`config.mk`:
```
export PLATFORM = sky130hd
export DESIGN_NAME = bus_tx_fifo
export DESIGN_NICKNAME = d
export VERILOG_FILES = /design/src/rtl/bus_tx_fifo.sv
export SDC_FILE = /design/constraint.sdc
export NUM_CORES = 1
export LEC_CHECK = 0
export CAP_MARGIN = 20
export CORE_MARGIN = 1.5
export CORE_UTILIZATION = 50
export CTS_CLUSTER_SIZE = 24
export DETAILED_ROUTE_END_ITERATION = 16
export PLACE_DENSITY = 0.68
export SYNTH_ARGS = -nofsm -noshare
export SYNTH_HDL_FRONTEND = slang
export SYNTH_SLANG_ARGS = --single-unit
```
`constraint.sdc`:
```
create_clock -name clk -period 4.6 [get_ports clk]
set_clock_uncertainty 0.15 [all_clocks]
set_input_delay 0.69 -clock clk [delete_from_list [all_inputs] [get_ports clk]]
set_output_delay 0.69 -clock clk [all_outputs]
set_load 0.05 [all_outputs]
```
`src/rtl/bus_tx_fifo.sv`:
```
// Per-driver transmit queue feeding one arbiter port: host pushes, arbiter pops (FWFT head on D_pop).
// Optional statistics outputs (drop_cnt, hwm) are built only when BUS_TX_FIFO_STATS_EN is defined.
module bus_tx_fifo #(
    parameter int pckg_sz = 24,
    parameter int depth = 16,
    localparam int cnt_w = $clog2(depth + 1)
) (
    input  logic               clk,
    input  logic               reset,
    input  logic               wr_en,
    input  logic [pckg_sz-1:0] wr_data,
    output logic               full,
    output logic               pndng,
    input  logic               pop,
    output logic [pckg_sz-1:0] D_pop,
    output logic [cnt_w-1:0]   count,
    output logic               ovf,
    output logic               unf
`ifdef BUS_TX_FIFO_STATS_EN
    ,
    output logic [15:0]        drop_cnt,
    output logic [cnt_w-1:0]   hwm
`endif
);

    localparam int ptr_w = (depth > 1) ? $clog2(depth) : 1;

    logic [pckg_sz-1:0] mem [depth];
    logic [ptr_w-1:0]   rd_ptr;
    logic [ptr_w-1:0]   wr_ptr;
    logic [cnt_w-1:0]   count_next;
    logic               pop_ok;
    logic               wr_ok;
    logic               drop;

    assign pndng  = (count != '0);
    assign full   = (count == cnt_w'(depth));
    assign pop_ok = pop && pndng;
    // A full queue still takes a write when the head leaves in the same cycle.
    assign wr_ok  = wr_en && (!full || pop_ok);
    assign drop   = wr_en && full && !pop;
    assign D_pop  = pndng ? mem[rd_ptr] : '0;

    function automatic logic [ptr_w-1:0] ptr_inc(input logic [ptr_w-1:0] p);
        return (p == ptr_w'(depth - 1)) ? '0 : p + ptr_w'(1);
    endfunction

    always_comb begin
        count_next = count;
        if (wr_ok && !pop_ok) begin
            count_next = count + cnt_w'(1);
        end else if (!wr_ok && pop_ok) begin
            count_next = count - cnt_w'(1);
        end
    end

    always_ff @(posedge clk) begin
        if (reset) begin
            rd_ptr <= '0;
            wr_ptr <= '0;
            count  <= '0;
            ovf    <= 1'b0;
            unf    <= 1'b0;
        end else begin
            count <= count_next;
            ovf   <= drop;
            unf   <= pop && !pndng;
            if (wr_ok) begin
                wr_ptr <= ptr_inc(wr_ptr);
            end
            if (pop_ok) begin
                rd_ptr <= ptr_inc(rd_ptr);
            end
        end
    end

    // Storage has no reset; stale entries are never visible because D_pop is gated by count.
    always_ff @(posedge clk) begin
        if (!reset && wr_ok) begin
            mem[wr_ptr] <= wr_data;
        end
    end

`ifdef BUS_TX_FIFO_STATS_EN
    always_ff @(posedge clk) begin
        if (reset) begin
            drop_cnt <= '0;
            hwm      <= '0;
        end else begin
            if (drop && (drop_cnt != 16'hFFFF)) begin
                drop_cnt <= drop_cnt + 16'd1;
            end
            if (count_next > hwm) begin
                hwm <= count_next;
            end
        end
    end
`endif

endmodule

```
### Yosys cells after proc, flatten, opt, wreduce, memory -nomap -nowiden

Memory sizes are Yosys's and may differ from the RTL's. A register that Yosys moved wholly into a read port is not among the register bits.
Index checks and enable logic that the tools add are counted.

* mux-type cells: 9
* reductions and logical operators: 17
* add/subtract/negate cells: 4
* equal/unequal tests: 3

Operator list (number)
* 24-bit two-way mux: 1
* 4-bit two-way mux: 4
* 5-bit two-way mux: 2
* 4-bit by 1-bit adder with 4-bit output (second input constant): 2
* 4-bit equality test (second input constant): 2
* 1-bit logical AND: 8
* 1-bit logical NOT: 6
* 5-bit by 1-bit adder with 5-bit output (second input constant): 1
* 5-bit equality test (second input constant): 1
* 5-bit nonzero test: 1
* 5-bit by 1-bit subtractor with 5-bit output (second input constant): 1
* 1-bit two-way mux: 2
* 2-bit nonzero test: 1
* 1-bit logical OR: 1

* output and inout port bits: 33
* logic and storage cells: 39
* memories kept: 1
* input port bits: 28
* register bits after elaboration: 15
* bits in writable memories: 384

Memory list
* mem: depth 16, bits a word 24, read ports 1, clocked after Yosys merged registers in 1, wr ports 1, line 28 `logic [pckg_sz-1:0] mem [depth];`

### Depth between registers and ports, before layout

* word-level depth: 8
* depth in mapped cells: 11
* depth with buffers taken out: 10

### Least setup slack after synthesis

No wires, ideal clock.

* path type: input port to flip-flop
* start: in reset
* end: mem mem[0][0] (enable)
* stages: 5
* arrival time: 3.085 ns
* library setup time: 0.435 ns
* buffers on the path: 1
* data required time: 4.015 ns
* path slack: 0.930 ns
* cells stage by stage: clkbuf_1 -> nand2b_1 -> a31oi_1 -> nand2_1 -> nor3_1

* longest elaborated chain between the ends: 4

RTL lines
* start, declared: line 9 `input logic reset,`
* 1-bit logical NOT: line 79 `if (!reset && wr_ok) begin`
* 1-bit logical AND: line 79
* 1-bit two-way mux: line 79
* 1-bit two-way mux (implied by the code): line 80 `mem[wr_ptr] <= wr_data;`
* end, declared: line 28

Every way passes these cells.

### Final worst setup path

* start: reg count[0]
* end: out D_pop[20]

* longest elaborated chain between the ends: 2

RTL lines
* start, declared: line 16 `output logic [cnt_w-1:0] count,`
* start signal, assigned: line 65 `count <= count_next;`
* 5-bit nonzero test: line 36 `assign pndng = (count != '0);`
* 24-bit two-way mux: line 42 `assign D_pop = pndng ? mem[rd_ptr] : '0;`
* end, declared: line 15 `output logic [pckg_sz-1:0] D_pop,`

Every way passes these cells.

==> flow_summary.toml <==
[yosys]
synth-seq-area-share_pct = 76.1
ys_warn_count = 0
syn_inst = 715
synth_area_leaders = "edfxtp_1, mux4_2, dfxtp_1, mux2_2, a221o_1"
synth-seq-cells = 403
synth.distinct_cells = 41
netlist_area_sq_mm = 0.0157
yosysMostFrequentCell = "edfxtp_1"
synth_edf_count = 384
syn_nets = 753
ys_top_cells_by_count = "edfxtp_1, mux4_2, mux2_2, nor2_1, a221o_1"
synth_top_area_share_pct = 73.7
synth_ff_type = "edfxtp_1"
async_reset_ff_share_pct = 0
synth.largest_area_cell = "edfxtp_1"
avgSynthCellArea_sq_um = 21.9

[clock_network]
cts_hold_buf = 0
post_cts_buffers = 0
cts_resized = 0
cts_tree = "yes"
htreeDepth = 2
clk_latency_ns = 0.51
clk_pin_slew_ns = 0.06
clock_sinks = 403
clock_tree.buffer_depth = 3
cts_buffers = 40
cts_root_buffer = "clkbuf_16"

[sta]
drv_slew = 0
tns_ns = 0
worst_slew_pin_slew_ns = 0.758
hold_slack_ns = 0.351
min_period_over_period_pct = 93.5
setup_viol = 0
post-route-min-period_ns = 4.30
hold_viol_final = 0
rsz0062_at_grt = "no"
maxSlewHeadroom_pct = 49.0
timing.fmax_ghz = 0.232

[power]
leakagePower_nw = 5.68
power_frac_clock_pct = 32.8
switchingPower_w = 0.00265
power_frac_seq_pct = 44.3
irDropWorstVdd_mv = 0.350
power.total_w = 0.00955
combPwrFrac_pct = 22.9
switching_share_pct = 27.8
p_per_area_mw_per_mm2 = 524
p_int_w = 0.00690

[grt]
grt_pass1_vias = 7907
track_usage_pct = 20.3
grt_max_degree = 31
antenna_found_initial = 1
grt.overflow.total = 0
grt_pass1_wl_mm = 48.6

[die]
die_x_um = 180
core_area_sq_mm = 0.0307
row_count = 64
die_h_um = 180
initial_utilization_pct = 51.0
die_area_sq_mm = 0.0324
ioPinCount = 61

[final_layout]
drive_above_1_share_pct = 28.3
num-fill-cells = 2155
area_delta_synth_final_pct = 16.3
antenna-diode-count = 0
final_area_sq_mm = 0.0182
nNetsFinal = 853
fin_cells = 1240

[worst_setup_path]
worstPathRequired_ns = 3.76
critical_path.max_fanout = 13
critPathKind = "register to output port"
reg2reg_slack_ns = 1.41
slowest_delay_ns = 0.72
cp-end-kind = "output port"
critPathArrivalTime_ns = 3.46
reg2reg_from = "count[0]"
path_cells = "or4_4 > o211ai_4 > buf_4 > nor2b_1 > a221o_1 > clkdlybuf4s50_1"
crit_slowest_cell = "clkdlybuf4s50_1"
rr_endpoint = "count[4]"
start_kind = "register"
r2r_cells = 10

[placement]
gp_congestion = 0.748
place_hpwl_mm = 18.5
portBuffers = 60
dp.cells = 1169
placed_cell_area_sq_mm = 0.0169

[drt]
drtIter0Drc = 751
ant_nets = 0
drt-total-wl_mm = 32.2
vias_per_cell = 6.02
num_vias = 7461
drt_pass1_iterations = 5
wire_per_inst_um = 25.9
route.detailed.drc = 0

[hold_path]
hold_depth = 2
holdCritStartpoint = "rd_ptr[3]"
hp-class = "register to register"

[flow_run]
drv_cap = 0

[status]
outcome = "complete, no violations"
-- cells in the final DEF, fill, tap and decap left out, types with 3 or more instances in the layout --
cell type and n:
a21oi_1 9, a221o_1 24, a31oi_1 3, and2b_1 4, buf_12 8, buf_4 28
bufinv_16 3, clkbuf_1 11, clkbuf_16 42, clkdlybuf4s50_1 60, clkinv_1 5, clkinv_2 7
dfxtp_1 16, edfxtp_1 384, ha_1 9, inv_1 6, mux2_2 25, mux4_2 96
nand2_1 13, nand2b_1 3, nand3_1 3, nor2_1 13, nor2_2 13, nor2b_1 20
nor3_2 4, nor4_1 3
-- registers in the layout, summed over array words and instances, names as in the netlist, named ones only --
signal  flops
count       5
mem       384
wr_ptr      4
ovf         1
unf         1
rd_ptr      4
-- final cells by class --
class	count	area (sq um)	area share [%]
Timing Repair Buffer	96	971	5.33
Tap cell	396	495	2.72
Multi-Input combinational cell	268	3540	19.4
Clock inverter	18	175	0.962
Sequential cell	403	11900	65.5
Clock buffer	53	1090	6.00
Inverter	6	22.5	0.124
-- critical path, delay by kind of cell (launching register included) --
family / cells / cell delay, ns
compound gates: 2 / 0.81
buf+inv: 2 / 1.03
flops: 1 / 0.39
simple gates: 2 / 0.71
-- metrics by stage --
step	setup slack (ns)	utilization [%]
final	0.299	59.4
after global routing	0.184	59.4
after CTS	0.250	59.4
after detailed placement	0.812	55.3
after global placement	0.819	55.3
after floorplan	0.930	-
-- metal layers --
layer  GRT usage (%)  part of all wire, %
met5               0                    0
met3            3.26                  6.9
met4            5.97                  2.1
met2            33.9                   50
met1            28.0                   41
-- power groups by stage --
stage          clock, W  sequential, W  combinational (W)
2_1_floorplan         0        0.00426            0.00158
3_3_place_gp          0        0.00430            0.00216
3_5_place_dp          0        0.00431            0.00219
4_1_cts         0.00318        0.00423            0.00220
5_1_grt         0.00332        0.00425            0.00230
6_report        0.00313        0.00423            0.00218
-- how the worst max path moves through the flow --
stage,start,end,slack (ns)
2_1_floorplan,reset,mem[0][0],0.93
3_3_place_gp,count[0],D_pop[20],0.82
3_5_place_dp,count[0],D_pop[20],0.81
4_1_cts,count[0],D_pop[20],0.25
5_1_grt,count[0],D_pop[12],0.18
6_report,count[0],D_pop[20],0.30
-- kinds of logic (layout without fill, tap and decap cells) --
group,Yosys count,count (layout),synth area share (%)
buffers and inverters,44,173,1.67
and+or+nand+nor,83,83,2.74
adders and majority gates,10,10,0.847
xor gates and xnor gates,4,4,0.224
AOI/OAI and AO/OA,48,48,2.69
DFF,403,403,76.1
muxes,123,123,15.7
Power figures use the tool's default switching activity.
